==> config.mk <==
export PLATFORM = sky130hd
export DESIGN_NAME = dmem_lsu
export DESIGN_NICKNAME = d
export VERILOG_FILES = /design/src/rtl/dmem_pkg.sv /design/src/rtl/dmem_lane_align.sv /design/src/rtl/dmem_lsu.sv
export SDC_FILE = /design/constraint.sdc
export NUM_CORES = 1
export LEC_CHECK = 0
export CORE_MARGIN = 4
export CORE_UTILIZATION = 45
export CTS_CLUSTER_SIZE = 10
export DETAILED_ROUTE_END_ITERATION = 10
export RECOVER_POWER = 25
export SKIP_LAST_GASP = 1
export SLEW_MARGIN = 0
export SYNTH_ARGS = -nofsm -noshare
export SYNTH_HDL_FRONTEND = slang
export SYNTH_SLANG_ARGS = --single-unit
==> constraint.sdc <==
create_clock -name clk -period 5.25 [get_ports clk]
set_input_delay 1.05 -clock clk [delete_from_list [all_inputs] [get_ports clk]]
set_output_delay 1.05 -clock clk [all_outputs]
set_load 0.02 [all_outputs]
==> src/rtl/dmem_pkg.sv <==
// Shared types and constants for the dmem_lsu data memory: access sizes,
// response error codes, FSM states, the error poison word and load extension.
package dmem_pkg;

    typedef enum logic [1:0] {
        SZ_B   = 2'b00,
        SZ_H   = 2'b01,
        SZ_W   = 2'b10,
        SZ_BAD = 2'b11
    } dmem_size_e;

    typedef enum logic [1:0] {
        ERR_OK           = 2'b00,
        ERR_MISALIGN     = 2'b01,
        ERR_RANGE        = 2'b10,
        ERR_ILLEGAL_SIZE = 2'b11
    } dmem_err_e;

    typedef enum logic {
        ST_CLEAR = 1'b0,
        ST_IDLE  = 1'b1
    } dmem_state_e;

    localparam logic [31:0] DMEM_POISON = 32'hDEADBEEF;

    // Extend a right-aligned byte (is_half = 0) or half (is_half = 1) to 32 bits.
    function automatic logic [31:0] dmem_extend(
        input logic [15:0] val,
        input logic        is_half,
        input logic        is_unsigned
    );
        logic sign;
        sign = is_unsigned ? 1'b0 : (is_half ? val[15] : val[7]);
        return is_half ? {{16{sign}}, val} : {{24{sign}}, val[7:0]};
    endfunction

endpackage

==> src/rtl/dmem_lane_align.sv <==
// Combinational lane steering for dmem_lsu: byte enables, lane-replicated
// store data, extended load data and the misalignment flag.
module dmem_lane_align
    import dmem_pkg::*;
(
    input  logic [1:0]  i_size,
    input  logic [1:0]  i_addr_lo,
    input  logic [31:0] i_wdata,
    input  logic        i_unsigned,
    input  logic [31:0] i_rdata_raw,
    output logic [3:0]  o_be,
    output logic [31:0] o_wdata_lane,
    output logic [31:0] o_rdata_ext,
    output logic        o_misalign
);

    dmem_size_e  w_size;
    logic [7:0]  w_byte [4];
    logic [15:0] w_half;

    assign w_size = dmem_size_e'(i_size);

    genvar gi;
    generate
        for (gi = 0; gi < 4; gi++) begin : g_lane
            assign w_byte[gi] = i_rdata_raw[8*gi +: 8];
        end
    endgenerate

    assign w_half = i_addr_lo[1] ? i_rdata_raw[31:16] : i_rdata_raw[15:0];

    // Store data is replicated across lanes; the byte enable picks the live one.
    always_comb begin
        o_be         = 4'b0000;
        o_wdata_lane = i_wdata;
        o_rdata_ext  = i_rdata_raw;
        o_misalign   = 1'b0;
        case (w_size)
            SZ_B: begin
                o_be         = 4'b0001 << i_addr_lo;
                o_wdata_lane = {4{i_wdata[7:0]}};
                o_rdata_ext  = dmem_extend({8'h00, w_byte[i_addr_lo]}, 1'b0, i_unsigned);
            end
            SZ_H: begin
                o_be         = i_addr_lo[1] ? 4'b1100 : 4'b0011;
                o_wdata_lane = {2{i_wdata[15:0]}};
                o_rdata_ext  = dmem_extend(w_half, 1'b1, i_unsigned);
                o_misalign   = i_addr_lo[0];
            end
            SZ_W: begin
                o_be       = 4'b1111;
                o_misalign = |i_addr_lo;
            end
            default: begin
                o_be = 4'b0000;
            end
        endcase
    end

endmodule

==> src/rtl/dmem_lsu.sv <==
// Byte-addressable data memory with a valid/ready request port, one-cycle
// registered responses and a saturating error counter. Define
// DMEM_CLEAR_ON_RESET_EN to zero the whole array after every reset.
module dmem_lsu
    import dmem_pkg::*;
#(
    parameter int DEPTH_WORDS = 16,
    parameter int ERR_CNT_W   = 16
) (
    input  logic                 clk,
    input  logic                 reset,
    input  logic                 req_valid,
    output logic                 req_ready,
    input  logic                 req_write,
    input  logic [1:0]           req_size,
    input  logic                 req_unsigned,
    input  logic [31:0]          req_addr,
    input  logic [31:0]          req_wdata,
    output logic                 rsp_valid,
    output logic [31:0]          rsp_rdata,
    output logic [1:0]           rsp_err,
    output logic [ERR_CNT_W-1:0] err_count
);

    localparam int IDX_W = $clog2(DEPTH_WORDS);

    dmem_state_e          r_state;
    dmem_state_e          w_state_next;
    logic                 r_ready;
    logic                 w_ready_next;
    logic                 r_rsp_valid;
    logic [31:0]          r_rsp_rdata;
    logic [1:0]           r_rsp_err;
    logic [ERR_CNT_W-1:0] r_err_count;
    logic [31:0]          r_mem [DEPTH_WORDS];

    logic                 w_accept;
    logic                 w_misalign;
    logic                 w_range;
    logic                 w_illegal;
    dmem_err_e            w_err;
    logic [IDX_W-1:0]     w_idx;
    logic [3:0]           w_be;
    logic [31:0]          w_wdata_lane;
    logic [31:0]          w_rdata_raw;
    logic [31:0]          w_rdata_ext;

    logic                 w_mem_we;
    logic [IDX_W-1:0]     w_mem_idx;
    logic [3:0]           w_mem_be;
    logic [31:0]          w_mem_wdata;

`ifdef DMEM_CLEAR_ON_RESET_EN
    localparam dmem_state_e      RESET_STATE = ST_CLEAR;
    localparam logic [IDX_W-1:0] LAST_IDX    = IDX_W'(DEPTH_WORDS - 1);
    logic [IDX_W-1:0] r_clr_cnt;
    logic [IDX_W-1:0] w_clr_cnt_next;
`else
    localparam dmem_state_e      RESET_STATE = ST_IDLE;
`endif

    assign w_accept    = req_valid && r_ready;
    assign w_idx       = req_addr[IDX_W+1:2];
    assign w_range     = ({2'b00, req_addr[31:2]} >= 32'(DEPTH_WORDS));
    assign w_illegal   = (req_size == SZ_BAD);
    assign w_rdata_raw = r_mem[w_idx];

    dmem_lane_align u_lane_align (
        .i_size       (req_size),
        .i_addr_lo    (req_addr[1:0]),
        .i_wdata      (req_wdata),
        .i_unsigned   (req_unsigned),
        .i_rdata_raw  (w_rdata_raw),
        .o_be         (w_be),
        .o_wdata_lane (w_wdata_lane),
        .o_rdata_ext  (w_rdata_ext),
        .o_misalign   (w_misalign)
    );

    always_comb begin
        w_err = ERR_OK;
        if (w_illegal) begin
            w_err = ERR_ILLEGAL_SIZE;
        end else if (w_misalign) begin
            w_err = ERR_MISALIGN;
        end else if (w_range) begin
            w_err = ERR_RANGE;
        end
    end

    always_ff @(posedge clk or negedge reset) begin
        if (!reset) begin
            r_state   <= RESET_STATE;
            r_ready   <= 1'b0;
`ifdef DMEM_CLEAR_ON_RESET_EN
            r_clr_cnt <= '0;
`endif
        end else begin
            r_state   <= w_state_next;
            r_ready   <= w_ready_next;
`ifdef DMEM_CLEAR_ON_RESET_EN
            r_clr_cnt <= w_clr_cnt_next;
`endif
        end
    end

    // The single array write port is shared between the clear sweep and stores.
    always_comb begin
        w_state_next = r_state;
        w_ready_next = 1'b0;
        w_mem_we     = 1'b0;
        w_mem_idx    = w_idx;
        w_mem_be     = w_be;
        w_mem_wdata  = w_wdata_lane;
`ifdef DMEM_CLEAR_ON_RESET_EN
        w_clr_cnt_next = r_clr_cnt;
`endif
        case (r_state)
`ifdef DMEM_CLEAR_ON_RESET_EN
            ST_CLEAR: begin
                w_mem_we    = 1'b1;
                w_mem_idx   = r_clr_cnt;
                w_mem_be    = 4'b1111;
                w_mem_wdata = '0;
                if (r_clr_cnt == LAST_IDX) begin
                    w_state_next = ST_IDLE;
                    w_ready_next = 1'b1;
                end else begin
                    w_clr_cnt_next = r_clr_cnt + 1'b1;
                end
            end
`endif
            default: begin
                w_state_next = ST_IDLE;
                w_ready_next = 1'b1;
                w_mem_we     = w_accept && req_write && (w_err == ERR_OK);
            end
        endcase
    end

    always_ff @(posedge clk) begin
        if (w_mem_we) begin
            for (int b = 0; b < 4; b++) begin
                if (w_mem_be[b]) begin
                    r_mem[w_mem_idx][8*b +: 8] <= w_mem_wdata[8*b +: 8];
                end
            end
        end
    end

    always_ff @(posedge clk or negedge reset) begin
        if (!reset) begin
            r_rsp_valid <= 1'b0;
            r_rsp_rdata <= '0;
            r_rsp_err   <= ERR_OK;
            r_err_count <= '0;
        end else begin
            r_rsp_valid <= w_accept;
            if (w_accept) begin
                r_rsp_err <= w_err;
                if (w_err != ERR_OK) begin
                    r_rsp_rdata <= DMEM_POISON;
                end else if (req_write) begin
                    r_rsp_rdata <= '0;
                end else begin
                    r_rsp_rdata <= w_rdata_ext;
                end
                if ((w_err != ERR_OK) && (r_err_count != '1)) begin
                    r_err_count <= r_err_count + 1'b1;
                end
            end
        end
    end

    assign req_ready = r_ready;
    assign rsp_valid = r_rsp_valid;
    assign rsp_rdata = r_rsp_rdata;
    assign rsp_err   = r_rsp_err;
    assign err_count = r_err_count;

endmodule

==> results.md <==
- Post-place setup slack: around 0.53 ns
- Via count: between 10000 and 15000
- Mapped cell area: 0.0231 mm^2
- Utilization after layout: 0.534
- Commonest cells in the netlist: edfxtp_1, mux4_2, nor2_1, nand2_1, mux2i_1
- H-tree depth: 3
- Post-synth EDFFs: 512
- Post-CTS setup buffers: 0
- CP required: 5.68 ns
- Clock group share of total power: 0.415
- Final min period: roughly 4.3 ns
- Post_cts resized: 0
- Net Sw Power: 2.19 mW
- CP startpoint kind: input port
- Via/cell ratio: 6.08
- Failing checks: max-capacitance violations, max-slew violations
- Pwr dens: approximately 370 mW/mm^2
- Antenna diode count: 0
- Synth warnings: 0
- Unrepaired setup endpoints after global routing: no
- Cell variety after synth: 55
- CTS tree: done
- Hold WC Path Type: reg -> reg
- Sequential area share after synthesis: 0.722
- Setup TNS Final: 0 ns
- # rows: 82
- GP Congestion: between 0.9 and 1
- Crit path DAT: 4.69 ns
- Core ar.: 0.0505 mm^2
- Setup violators final: 0
- Die Span X: 235 um
- CTS buffer count: 66
- Routed WL: 64.1 mm
- Clk_skew: just under 0.02 ns
- Yosys top cell by area: edfxtp_1
- Fin nets: 1535
- Syn_nets: 1379
- FF-to-FF setup slack: ~1.6 ns
- Critical path type: in -> reg
- First-pass detailed-route iteration total: 5
- Detail Route Antenna Nets: 0
- Period Utilization, post-route: 0.811
- Worst setup margin: 0.990 ns
- Slew headroom: -0.958
- Clk slew on worst S/H paths: ~0.060 ns
- Clk buf depth: 3
- Share of flip-flops with an asynchronous set or reset: 0.0922
- Clock Tree Root: clkbuf_16
- Worst Max-Slew Pin Slew: 2.94 ns
- Starting Density: 0.458
- Post-Syn Instances: 1303
- 1st-iter DRT viols: 1399
- Clock net sink count: 564
- Post-synth top area share: 0.666
- Critical Path Sink Type: flip-flop
- Worst vdd ir: 206 uV
- Detailed placer's ending HPWL: 42.8 mm
- First-pass GRT wire length: 91.7 mm
- Synth top area cells: edfxtp_1, mux4_2, dfrtp_1
- Vias in the first global route: 12900
- Most common cell in the netlist: edfxtp_1
- Internal: 7.74 mW
- Synth Flop Type: edfxtp_1
- Achievable Freq: 0.235 GHz
- Hold_buf cts: 0
- Area Growth Syn to Fin: 16.8%
- Total gr overflow: 0
- Largest net degree at the start of global routing: between 80 and 90
- Wire per inst: 29.7 um
- Status: complete, but fails checks
- Antenna violations before repair: 4
- Post-synthesis register bit count: 564
- I/O pin count: about 120
- CP max FO: 36
- DRC: 0
- Worst-skew pair later-pin latency: 0.59 ns
- Switching Share: 0.220
- Hold Violations, Final: 0
- Port buffer count: 122
- WHS: 0.468 ns
- P_leak: 8.89 nW
- Share of cells above drive strength 1: 0.167
- Height of the chip: 235 um
- Pins over their slew limit: 90
- Comb pwr share: 0.079
- Synthesized area per cell: 17.7 um^2
- Die Footprint: 0.0550 mm^2
- Seq pwr share: 0.506
- Max-Cap Viols: 2
- Global Route Usage Sum: 0.234
==> final cells by class <==
type / count / area (um^2)
multi-input combinational: 654 / 5990
inverter: 9 / 33.8
fill: 3992 / 23500
clock buffer: 93 / 1900
timing repair buffer: 164 / 1520
sequential: 564 / 16700
tap: 672 / 841
==> sequential cells by signal, indices dropped and copies added (netlist names) <==
name and count:
req_ready 1, rsp_rdata 32, r_mem 512, rsp_valid 1, rsp_err 2, err_count 16
==> kinds of logic (layout without fill, tap and decap cells) <==
kind of cell / Yosys count / after routing / share of synthesized area
DFF: 564 / 564 / 0.722
and+or+nand+nor: 239 / 239 / 0.0471
AOI/OAI and AO/OA: 200 / 200 / 0.0608
muxes: 194 / 194 / 0.142
buffers and inverters: 85 / 266 / 0.0195
xor gates and xnor gates: 15 / 15 / 0.00569
adders and majority gates: 5 / 5 / 0.00271
other: 1 / 1 / 0.000162
==> placed cells by master (no fill, tap or decap), types with 2 or more instances in the layout <==
| cell type | n |
|---|---|
| and3_1 | 7 |
| o21ai_2 | 3 |
| o221ai_1 | 13 |
| nor4_1 | 7 |
| and4_1 | 2 |
| nor2_1 | 94 |
| o21a_1 | 2 |
| a21oi_1 | 28 |
| clkbuf_16 | 73 |
| and2_0 | 2 |
| buf_4 | 30 |
| a221oi_1 | 8 |
| clkdlybuf4s50_1 | 55 |
| nand3_1 | 13 |
| xnor2_1 | 14 |
| o21ai_0 | 40 |
| edfxtp_1 | 512 |
| a31oi_1 | 8 |
| o22ai_1 | 8 |
| inv_1 | 9 |
| mux2_2 | 14 |
| nor3_1 | 3 |
| mux2i_1 | 73 |
| clkbuf_1 | 30 |
| buf_12 | 3 |
| a22oi_1 | 53 |
| buf_2 | 3 |
| ha_1 | 5 |
| dfrtp_1 | 52 |
| dlygate4sd3_1 | 62 |
| nand4_1 | 7 |
| o211ai_1 | 16 |
| mux4_2 | 105 |
| or3_1 | 5 |
| nand2_1 | 79 |
| and2_1 | 3 |
| nor2b_1 | 9 |
| a22o_1 | 12 |
==> final timing paths <==
| kind | startpoint | to | depth (start not counted) |
|---|---|---|---|
| hold / removal | rsp_err[1] | rsp_err[1] | 2 |
| setup reg to reg | req_ready | rsp_rdata[0] | 6 |
| min in group asynchronous | reset | err_count[11] | 2 |
| hold reg to reg | rsp_err[1] | rsp_err[1] | 2 |
| setup / recovery | req_valid | rsp_rdata[0] | 7 |
| max in group asynchronous | reset | rsp_rdata[19] | 2 |
==> stage by stage <==
stage	power (mW)	area, um^2	cells
global route	10.3	27000	2156
floorplan	5.52	23100	1303
finish	9.93	27000	2156
detailed placement	5.91	25100	2063
global placement	5.91	25100	2063
CTS	10.0	27000	2156
==> power groups by stage <==
stage               Sequential (mW)  Clock (mW)  Combinational [mW]
floorplan                      5.14           0               0.378
global placement               5.11           0               0.793
detailed placement             5.12           0               0.797
CTS                            5.02        4.19               0.798
global route                   5.03        4.40               0.825
finish                         5.02        4.12               0.780
==> metal layers <==
metal  vias up  global-route usage  share of wire
met5         -                   0        0.00031
met4         2              0.0738          0.026
met3        97              0.0496          0.092
met2       716               0.370           0.47
met1      6747               0.331           0.41
li1       5550                   -              -
==> worst max-delay path, cell delays in order <==
cell and delay, ns:
dlygate4sd3_1 0.53, nand2_1 0.06, clkbuf_1 1.27, inv_1 0.81
o21ai_0 0.63, or3_1 0.23, o211ai_1 0.09
No activity file was read; power rests on OpenSTA's default activity.
